<file path="config.mk">
export PLATFORM = sky130hd
export DESIGN_NAME = shift_serializer
export DESIGN_NICKNAME = d
export VERILOG_FILES = /design/src/rtl/shift_pkg.sv /design/src/rtl/ser_bit_counter.sv /design/src/rtl/shift_serializer.sv
export SDC_FILE = /design/constraint.sdc
export NUM_CORES = 1
export LEC_CHECK = 0
export ABC_AREA = 1
export BUFFER_PORTS_ARGS = -buffer_cell sky130_fd_sc_hd__clkbuf_2
export CAP_MARGIN = 10
export CORE_AREA = 2 2 39 41
export DETAILED_ROUTE_END_ITERATION = 16
export DIE_AREA = 0 0 41 43
export PLACE_DENSITY = 0.56
export SLEW_MARGIN = 30
export SYNTH_ARGS = -nofsm -noshare
export SYNTH_HDL_FRONTEND = slang
export SYNTH_HIERARCHICAL = 1
export SYNTH_SLANG_ARGS = --single-unit
</file>
<file path="constraint.sdc">
create_clock -name clock -period 2.85 [get_ports clock]
set_input_delay 0.7125 -clock clock [delete_from_list [all_inputs] [get_ports clock]]
set_output_delay 0.7125 -clock clock [all_outputs]
set_load 0.05 [all_outputs]
</file>
<file path="src/rtl/shift_pkg.sv">
// Shared types and helpers for the parallel-in/serial-out link stage.
package shift_pkg;

  typedef enum logic {
    IDLE  = 1'b0,
    SHIFT = 1'b1
  } state_t;

  // Value shifted into the vacated end of the shift register.
  localparam logic FILL_BIT = 1'b0;

  // Bit counter width; a one-bit word still needs a one-bit counter.
  function automatic int unsigned cnt_width(input int unsigned words);
    if (words <= 1) begin
      return 1;
    end
    return $clog2(words);
  endfunction

endpackage : shift_pkg

</file>
<file path="src/rtl/ser_bit_counter.sv">
// Bit position within the word being serialized, with registered first/last flags.
module ser_bit_counter
  import shift_pkg::*;
#(
  parameter int unsigned n = 3,
  localparam int unsigned CNT_W = cnt_width(n)
) (
  input  logic             clock,
  input  logic             clear,
  input  logic             inc,
  input  logic             load_zero,
  output logic [CNT_W-1:0] count,
  output logic             at_first,
  output logic             at_last
);

  localparam logic [CNT_W-1:0] LAST_CNT = CNT_W'(n - 1);

  logic [CNT_W-1:0] count_nxt;

  // Restart beats a step; a step never moves past the last bit position.
  always_comb begin
    count_nxt = count;
    if (load_zero) begin
      count_nxt = '0;
    end else if (inc && (count != LAST_CNT)) begin
      count_nxt = count + CNT_W'(1);
    end
  end

  // Flags are registered alongside the count so they decode no logic downstream.
  always_ff @(posedge clock or posedge clear) begin
    if (clear) begin
      count    <= '0;
      at_first <= 1'b1;
      at_last  <= (LAST_CNT == '0);
    end else begin
      count    <= count_nxt;
      at_first <= (count_nxt == '0);
      at_last  <= (count_nxt == LAST_CNT);
    end
  end

endmodule : ser_bit_counter

</file>
<file path="src/rtl/shift_serializer.sv">
// Parallel-in/serial-out stage: loads an n-bit word on a valid/ready handshake and
// emits it one bit per serial transfer, with first/last frame markers.
module shift_serializer
  import shift_pkg::*;
#(
  parameter int unsigned n         = 3,
  parameter bit          LSB_FIRST = 1'b1
) (
  input  logic         clock,
  input  logic         clear,
  input  logic [n-1:0] in_data,
  input  logic         in_valid,
  output logic         in_ready,
  output logic         ser_out,
  output logic         ser_valid,
  input  logic         ser_ready,
  output logic         ser_first,
  output logic         ser_last,
  output logic         busy
);

  localparam int unsigned      CNT_W    = cnt_width(n);
  localparam logic [CNT_W-1:0] LAST_CNT = CNT_W'(n - 1);

  state_t           state;
  state_t           state_nxt;
  logic [n-1:0]     shreg;
  logic [n-1:0]     shreg_shifted;
  logic             head_bit;
  logic [CNT_W-1:0] count;
  logic             at_first;
  logic             at_last;
  logic             in_xfer;
  logic             ser_xfer;
  logic             word_done;

  assign in_xfer   = in_valid & in_ready;
  assign ser_xfer  = ser_valid & ser_ready;
  assign word_done = ser_xfer & ser_last;

  // State register.
  always_ff @(posedge clock or posedge clear) begin
    if (clear) begin
      state <= IDLE;
    end else begin
      state <= state_nxt;
    end
  end

  // Next state: a waiting word on the last beat keeps the stream gapless.
  always_comb begin
    state_nxt = state;
    unique case (state)
      IDLE: begin
        if (in_valid) begin
          state_nxt = SHIFT;
        end
      end
      SHIFT: begin
        if (ser_ready && at_last && !in_valid) begin
          state_nxt = IDLE;
        end
      end
      default: state_nxt = IDLE;
    endcase
  end

  // Outputs; in_ready looks through to ser_ready so a new word can land on the last beat.
  always_comb begin
    in_ready  = 1'b0;
    ser_valid = 1'b0;
    busy      = 1'b0;
    ser_out   = 1'b0;
    ser_first = 1'b0;
    ser_last  = 1'b0;
    unique case (state)
      IDLE: begin
        in_ready = 1'b1;
      end
      SHIFT: begin
        ser_valid = 1'b1;
        busy      = 1'b1;
        ser_out   = head_bit;
        ser_first = at_first;
        ser_last  = at_last;
        in_ready  = at_last & ser_ready;
      end
      default: begin
        in_ready = 1'b0;
      end
    endcase
  end

  // Output end of the register and its one-position advance toward that end.
  always_comb begin
    if (LSB_FIRST) begin
      head_bit      = shreg[0];
      shreg_shifted = n'({FILL_BIT, shreg} >> 1);
    end else begin
      head_bit      = shreg[n-1];
      shreg_shifted = n'({shreg, FILL_BIT});
    end
  end

  // Shift register: a load on the last beat takes priority over the advance.
  always_ff @(posedge clock or posedge clear) begin
    if (clear) begin
      shreg <= '0;
    end else if (in_xfer) begin
      shreg <= in_data;
    end else if (ser_xfer) begin
      shreg <= shreg_shifted;
    end
  end

  ser_bit_counter #(
    .n(n)
  ) u_bit_counter (
    .clock    (clock),
    .clear    (clear),
    .inc      (ser_xfer & ~ser_last),
    .load_zero(in_xfer | word_done),
    .count    (count),
    .at_first (at_first),
    .at_last  (at_last)
  );

  // The counter must never run past the last bit of a word.
  count_in_range: assert property (@(posedge clock) disable iff (clear)
    count <= LAST_CNT);

  // A stalled bit and its markers hold until the consumer takes them.
  hold_under_backpressure: assert property (@(posedge clock) disable iff (clear)
    (ser_valid && !ser_ready) |=> (ser_valid && $stable(ser_out)
                                   && $stable(ser_first) && $stable(ser_last)));

endmodule : shift_serializer

</file>
==> flow_summary.json, run 1 <==
{
  "rr_endpoint": "u_bit_counter/at_last",
  "synthArstFlopShare": 1.000,
  "synth_top_area_cell": "dfrtp_1",
  "min_path_type": "input pin to asynchronous set/reset pin",
  "via_per_inst": 4.323,
  "crit_family": "buffers and inverters",
  "switching_share": 0.4948,
  "power.total_uw": 618.1,
  "max_stage_delay_ns": 0.29,
  "ys_ff_latch": 8,
  "layout_setup_ws_ns": 0.8820,
  "clk_pin_slew_ns": 0.06,
  "synth_top_area_frac": 0.3857,
  "post_cts_resized": 0,
  "synthTopCellsByArea": "dfrtp_1, nand2_1, nand3_1",
  "synthCells": 62,
  "fin_crit_sh": 0.6905,
  "relSlewSlack": 0.8169,
  "critPathKind": "input pin to output pin",
  "dp_hpwl_um": 670.8,
  "pwr-share-comb": 0.540,
  "die_area_sq_mm": 0.001763,
  "rsz0062_at_grt": "false",
  "finalHoldViolations": 0,
  "crit_path_frequent_cell": "clkbuf_2",
  "design.core.area_sq_mm": 0.001384,
  "worst_ir_drop_vdd_uv": 349.5,
  "seqPwrFrac": 0.308,
  "drt_iter0_markers": 7,
  "gr-total-overflow": 0,
  "setup_viol": 0,
  "drcViolationCount": 0,
  "syn_avg_cell_area_sq_um": 7.326,
  "arrival_ns": 1.26,
  "fin_crit_ns": 1.968,
  "grt_pass1_wl_um": 1455,
  "grt_max_degree": 8,
  "powerDensity_mw_per_mm2": 1118,
  "crit_path_end_kind": "output pin",
  "pre_cts_slack_ns": 0.8771,
  "cts_buffers": 3,
  "max_freq_ghz": 0.5081,
  "clk_path_buf_depth": 2,
  "slew_violations": 0,
  "seqCellArea_sq_um": 201.4,
  "r2r_cells": 7,
  "synth_area_sq_um": 454.2,
  "syn_nets": 70,
  "reg2reg_from": "state",
  "n_fill_cell": 150,
  "worst-path-buf-inv": 2,
  "tightest_slew_ns": 0.2758,
  "areaGrowthSynthToFinish_pct": 21.76,
  "yosysMostFrequentCell": "nand2_1",
  "grt_pass1_vias": 370,
  "critPathSlowestCell": "clkbuf_2",
  "cts_sinks": 8,
  "dr_total_vias": 402,
  "insertion_delay_ns": 0.26,
  "cts-root-buf": "clkbuf_4",
  "cp_data_required_time_ns": 2.14,
  "place_congestion": 0.6729,
  "outcome": "completed",
  "reg2reg_slack_ns": 1.49,
  "multi_input_area_sq_um": 183.9,
  "place_area_sq_um": 526.8,
  "synth_common_cells": "nand2_1, inv_1, nand3_1, dfrtp_1",
  "wl_per_cell_um": 8.570,
  "cp-start-kind": "input pin",
  "synth_edf_count": 0,
  "final_core_util": 0.3996,
  "cts_tree": "built",
  "clockPowerShare": 0.152,
  "cts_setup_buffers": 0,
  "synth_cell_types": 15,
  "port_buffers": 12,
  "diodes": 0,
  "die_w_um": 41,
  "p_leak_uw": 0.0003503,
  "drv_cap": 0,
  "track_usage": 0.1245,
  "nNetsFinal": 86,
  "intPower_uw": 312.3,
  "cts_hold_buf": 0,
  "h-tree-depth": 1,
  "yosysSeqAreaShare": 0.4435,
  "setup_tns_ns": 0,
  "drtPass1Iterations": 4,
  "drtAntennaViolNets": 0,
  "row_count": 14,
  "final_area_sq_um": 553.0,
  "netSwitchingPower_uw": 305.9,
  "finClkSkew_ns": 0.01028,
  "drive_above_1_share": 0.3377,
  "start_util": 0.3282,
  "wirelength_um": 797,
  "dieHeight_um": 43,
  "yosys_warnings": 6,
  "crit_path_max_fanout": 6,
  "ioPinCount": 13,
  "antenna_found_initial": 0,
  "ys.flop_type": "dfrtp_1",
  "path_cells": "clkbuf_2, nand2_1, nand2_2, clkbuf_2"
}
[sequential cells by signal, indices dropped and copies added, names as in the netlist]
register,cells
u_bit_counter/at_first,1
u_bit_counter/count,2
shreg,3
state,1
u_bit_counter/at_last,1
[worst register-to-register path: cells and delay by family (launching register included)]
kind / cells / cell delay, ns
simple gates: 6 / 0.74
buf+inv: 1 / 0.04
flops: 1 / 0.46
[logic make-up after synthesis]
| kind of cell | after synthesis | synth area share |
|---|---|---|
| fa+ha+maj | 1 | 0.02754 |
| compound gates | 1 | 0.01101 |
| buf+inv | 17 | 0.1515 |
| simple gates | 35 | 0.3664 |
| flops | 8 | 0.4435 |
[final cells by class]
cell class                 count  area share
multi-input combinational     37      0.3326
inverter                      16      0.1109
timing repair buffer          12      0.1086
sequential                     8      0.3643
tap                           16     0.03620
clock buffer                   4     0.04751
[per-layer routing]
metal,part of all wire,global-route usage
met2,0.47,0.1594
met5,0,0
met1,0.49,0.1683
met3,0.043,0.04712
met4,0,0.08000
[cell usage in the layout (no fill, tap or decap), types with 3 or more instances in the layout]
master / instances
clkbuf_2: 12
clkbuf_4: 3
dfrtp_1: 7
inv_1: 12
inv_2: 3
nand2_1: 19
nand2_2: 3
nand3_1: 9
[stage by stage]
stage / cells / hold slack [ns]
final: 93 / 0.3212
after global routing: 93 / 0.3284
after CTS: 93 / 0.3237
after detailed placement: 89 / 0.4985
after global placement: 89 / 0.4945
after floorplan: 62 / 0.4690
[how the worst max path moves through the flow]
stage	startpoint	to	slack, ns	cells past startpoint
after floorplan	state	ser_last	0.99	2
after global placement	ser_ready	in_ready	0.88	4
after detailed placement	ser_ready	in_ready	0.88	4
after CTS	ser_ready	in_ready	0.88	4
after global routing	ser_ready	in_ready	0.83	4
final	ser_ready	in_ready	0.88	4
[power by group through the flow]
| stage | sequential, uW | combinational (uW) | clock [uW] |
|---|---|---|---|
| 2_1_floorplan | 196 | 272 | 0 |
| 3_3_place_gp | 192 | 332 | 0 |
| 3_5_place_dp | 193 | 339 | 0 |
| 4_1_cts | 191 | 339 | 96.7 |
| 5_1_grt | 195 | 383 | 106 |
| 6_report | 191 | 334 | 94.1 |
No activity file was read; power rests on OpenSTA's default activity.
==> run 2: changes to the inputs <==
--- a/config.mk
+++ b/config.mk
@@ -11,7 +11,7 @@
 export CORE_AREA = 2 2 39 41
 export DETAILED_ROUTE_END_ITERATION = 16
 export DIE_AREA = 0 0 41 43
-export PLACE_DENSITY = 0.56
+export PLACE_DENSITY = 0.58
 export SLEW_MARGIN = 30
 export SYNTH_ARGS = -nofsm -noshare
 export SYNTH_HDL_FRONTEND = slang
==> constraint.sdc (replaced) <==
create_clock -name clock -period 1.6 [get_ports clock]
set_input_delay 0.4 -clock clock [delete_from_list [all_inputs] [get_ports clock]]
set_output_delay 0.4 -clock clock [all_outputs]
set_load 0.05 [all_outputs]
==> flow_summary.json, run 2 (same netlist as run 1, synthesis figures left out) <==
{
  "outcome": "completed",
  "h-tree-depth": 1,
  "via_per_inst": 4.376,
  "design.core.area_sq_mm": 0.001384,
  "gr-total-overflow": 0,
  "ioPinCount": 13,
  "max_freq_ghz": 0.6531,
  "powerDensity_mw_per_mm2": 1993,
  "dr_total_vias": 407,
  "intPower_uw": 558.3,
  "gr-usage-met3": 0.01571,
  "final_common_cell": "nand2_1",
  "crit_path_end_kind": "output pin",
  "clk_pin_slew_ns": 0.06,
  "fin_crit_ns": 1.531,
  "setup_viol": 0,
  "slew_violations": 0,
  "hold_ws_ns": 0.002402,
  "min_path_type": "input pin to asynchronous set/reset pin",
  "insertion_delay_ns": 0.26,
  "use_met2": 0.1438,
  "grt_pass1_wl_um": 1304,
  "rsz0062_at_grt": "false",
  "place_congestion": 0.6526,
  "arrival_ns": 1.13,
  "nNetsFinal": 86,
  "wl_per_cell_um": 8.247,
  "cp-endpoint": "in_ready",
  "tightest_slew_ns": 0.2787,
  "final_core_util": 0.4005,
  "diodes": 0,
  "reg_top3": "shreg x3, u_bit_counter/count x2",
  "p_leak_uw": 0.0003498,
  "worst_ir_drop_vdd_uv": 850.7,
  "netSwitchingPower_uw": 546.7,
  "die_w_um": 41,
  "drtPass1Iterations": 4,
  "rr_endpoint": "u_bit_counter/at_last",
  "grt_pass1_vias": 336,
  "critPathKind": "flop to output pin",
  "pwr-share-comb": 0.536,
  "largest_register_ffs": 3,
  "finalHoldViolations": 0,
  "finClkSkew_ns": 0.01136,
  "antenna_found_initial": 0,
  "fin_crit_sh": 0.9570,
  "n_fill_cell": 154,
  "drv_cap": 0,
  "grt_max_degree": 8,
  "port_buffers": 12,
  "power.total_uw": 1105,
  "grt_busiest_layer": "met1",
  "start_util": 0.3282,
  "wirelength_um": 767,
  "clockPowerShare": 0.156,
  "drive_above_1_share": 0.3506,
  "clk_path_buf_depth": 2,
  "areaGrowthSynthToFinish_pct": 22.04,
  "cts_buffers": 3,
  "grtUsageMet1": 0.1523,
  "crit_path_max_fanout": 7,
  "dp_hpwl_um": 641.4,
  "dieHeight_um": 43,
  "cts_tree": "built",
  "switching_share": 0.4948,
  "cts_sinks": 8,
  "drcViolationCount": 0,
  "relSlewSlack": 0.8150,
  "cp-start-kind": "flop",
  "startpoint": "state",
  "cts_setup_buffers": 0,
  "cts_hold_buf": 0,
  "cp_data_required_time_ns": 1.20,
  "r2r_cells": 8,
  "cts-root-buf": "clkbuf_4",
  "drt_iter0_markers": 5,
  "seqPwrFrac": 0.308,
  "regMostFlops": "shreg",
  "drtAntennaViolNets": 0,
  "reg2reg_slack_ns": 0.32,
  "row_count": 14,
  "die_area_sq_mm": 0.001763,
  "post_cts_resized": 0,
  "mostFrequentLayoutCells": "nand2_1, inv_1, clkbuf_2",
  "track_usage": 0.1145,
  "reg2reg_from": "u_bit_counter/at_last",
  "setup_tns_ns": 0
}
## run 2: area by class of cell
cell class                 instances  area, sq um  share of cell area
sequential                         8        202.7              0.3657
multi-input combinational         37        183.9              0.3318
inverter                          16        61.31              0.1106
timing repair buffer              12        60.06              0.1084
clock buffer                       4        26.28             0.04740
tap                               16        20.02             0.03612
## run 2: per-stage QoR
stage               cells  worst slack, ns  cell area (sq um)
floorplan              62          0.04168              455.4
global placement       89           0.2207              528.0
detailed placement     89           0.2191              528.0
CTS                    93          0.05717              554.3
global route           93          0.01194              554.3
finish                 93          0.06886              554.3
## run 2: how the worst min path moves through the flow
stage               cells after the start                     to   from
floorplan                               1  u_bit_counter/at_last  clear
global placement                        2  u_bit_counter/at_last  clear
detailed placement                      2  u_bit_counter/at_last  clear
CTS                                     2               shreg[2]  clear
global route                            2               shreg[2]  clear
finish                                  2               shreg[2]  clear
## run 2: power groups by stage
| stage | Sequential, uW | Clock, uW | Combinational [uW] |
|---|---|---|---|
| after floorplan | 349 | 0 | 485 |
| after global placement | 342 | 0 | 586 |
| after detailed placement | 345 | 0 | 599 |
| after CTS | 341 | 176 | 601 |
| after global routing | 352 | 183 | 669 |
| final | 340 | 172 | 592 |
## run 2: layer usage
layer | routed length (um) | share of wire | vias to the layer above
li1 | - | - | 211
met1 | 354 | 0.46 | 181
met2 | 350 | 0.46 | 13
met3 | 41 | 0.053 | 2
met4 | 21 | 0.027 | 0
met5 | 0 | 0 | -
## run 2: critical path, stage by stage, from the launching register on
cell      delay (ns)
dfrtp_2         0.45
nand2_2         0.13
clkbuf_2        0.29
==> run 3: changes to the inputs <==
--- a/config.mk
+++ b/config.mk
@@ -11,7 +11,8 @@
 export CORE_AREA = 2 2 39 41
 export DETAILED_ROUTE_END_ITERATION = 16
 export DIE_AREA = 0 0 41 43
-export PLACE_DENSITY = 0.58
+export GPL_TIMING_DRIVEN = 0
+export PLACE_DENSITY = 0.56
 export SLEW_MARGIN = 30
 export SYNTH_ARGS = -nofsm -noshare
 export SYNTH_HDL_FRONTEND = slang
==> constraint.sdc (replaced) <==
create_clock -name clock -period 1.45 [get_ports clock]
set_input_delay 0.3625 -clock clock [delete_from_list [all_inputs] [get_ports clock]]
set_output_delay 0.3625 -clock clock [all_outputs]
set_load 0.05 [all_outputs]
==> flow_summary.json, run 3 (same netlist as run 1, synthesis figures left out) <==
{
  "clk_pin_slew_ns": 0.07,
  "finalHoldViolations": 0,
  "final_area_sq_um": 614.3,
  "dp_hpwl_um": 633.5,
  "drtPass1Iterations": 4,
  "slew_violations": 0,
  "gr-total-overflow": 0,
  "dr_total_vias": 410,
  "drt_iter0_markers": 8,
  "critPathKind": "flop to output pin",
  "reg_top3": "shreg x3, u_bit_counter/count x2",
  "layout_setup_ws_ns": 0.05686,
  "insertion_delay_ns": 0.27,
  "seqCellArea_sq_um": 202.7,
  "cp-start-kind": "flop",
  "tightest_slew_ns": 0.2733,
  "diodes": 0,
  "drv_cap": 0,
  "fin_crit_ns": 1.393,
  "max_stage_delay_ns": 0.47,
  "relSlewSlack": 0.8186,
  "worst_ir_drop_vdd_uv": 951.7,
  "outcome": "completed",
  "setup_viol": 0,
  "multi_input_area_sq_um": 191.4,
  "drtAntennaViolNets": 0,
  "fin_crit_sh": 0.9608,
  "track_usage": 0.1304,
  "antenna_found_initial": 0,
  "max_freq_ghz": 0.7178,
  "via_per_inst": 4.316,
  "nNetsFinal": 88,
  "hold_ws_ns": 0.3222,
  "die_w_um": 41,
  "die_area_sq_mm": 0.001763,
  "p_leak_uw": 0.0003683,
  "cts_sinks": 8,
  "cp_data_required_time_ns": 1.09,
  "path_cells": "buf_4, buf_6",
  "drcViolationCount": 0,
  "wirelength_um": 825,
  "place_congestion": 0.7487,
  "areaGrowthSynthToFinish_pct": 35.26,
  "critPathSlowestCell": "dfrtp_2",
  "h-tree-depth": 1,
  "largest_register_ffs": 3,
  "clk_path_buf_depth": 2,
  "powerDensity_mw_per_mm2": 2170,
  "row_count": 14,
  "drive_above_1_share": 0.3797,
  "grt_pass1_vias": 365,
  "finClkSkew_ns": 0.01514,
  "cts-root-buf": "clkbuf_4",
  "port_buffers": 12,
  "ioPinCount": 13,
  "regMostFlops": "shreg",
  "crit_path_max_fanout": 7,
  "cts_tree": "built",
  "wl_per_cell_um": 8.684,
  "design.core.area_sq_mm": 0.001384,
  "crit_path_end_kind": "output pin",
  "arrival_ns": 1.03,
  "grt_pass1_wl_um": 1428,
  "min_path_type": "input pin to flop",
  "cts_buffers": 3,
  "place_area_sq_um": 540.5,
  "mostFrequentLayoutCells": "nand2_1, inv_1, nand3_1",
  "grt_max_degree": 8,
  "dieHeight_um": 43,
  "n_fill_cell": 141,
  "final_common_cell": "nand2_1",
  "pre_cts_slack_ns": 0.1045,
  "start_util": 0.3282
}
[run 3: metrics by stage]
stage                     utilization  power (uW)  setup TNS, ns  cells
after CTS                      0.4304        1290              0     95
after global placement         0.3906        1043              0     90
final                          0.4439        1333              0     95
after global routing           0.4439        1460      -0.001792     95
after detailed placement       0.3906        1050              0     90
after floorplan                     -       927.8              0     62
[run 3: final cells by class]
type	count	share of cell area
Buffer	1	0.01222
Clock buffer	4	0.04277
Inverter	16	0.09980
Multi-Input combinational cell	37	0.3116
Sequential cell	8	0.3299
Tap cell	16	0.03259
Timing Repair Buffer	13	0.1711
[run 3: worst paths after layout]
check | start | endpoint | slack, ns | cells after the start
hold / removal | in_data[2] | shreg[2] | 0.32 | 3
setup reg to reg | state | u_bit_counter/at_last | 0.14 | 7
min in group asynchronous | clear | shreg[2] | 0.51 | 3
hold reg to reg | shreg[0] | shreg[0] | 0.52 | 2
setup / recovery | state | ser_valid | 0.06 | 2
max in group asynchronous | clear | u_bit_counter/at_first | 0.70 | 3
[run 3: critical path, delay by kind of cell, from the launching register on]
kind                   cells  cell delay [ns]
buffers and inverters      2             0.30
flip-flops                 1             0.47
[run 3: repair_timing]
item                       4_1_cts  5_1_grt
hold endpoints to repair         7        0
hold buffers                     1        0
setup buffers                    0        0
setup endpoints to repair        5        5
gates resized for setup          6       11
[run 3: metal layers]
metal | global-route usage | up-vias | share of wire | wire length (um)
li1 | - | 217 | - | -
met1 | 0.1513 | 178 | 0.47 | 385
met2 | 0.1656 | 11 | 0.44 | 363
met3 | 0.04712 | 4 | 0.046 | 38
met4 | 0.1400 | 0 | 0.046 | 38
met5 | 0 | - | 0 | 0
[run 3: where the power goes]
part	switching (uW)	internal (uW)
combinational	487	272
clock	85.9	106
sequential	57.5	324
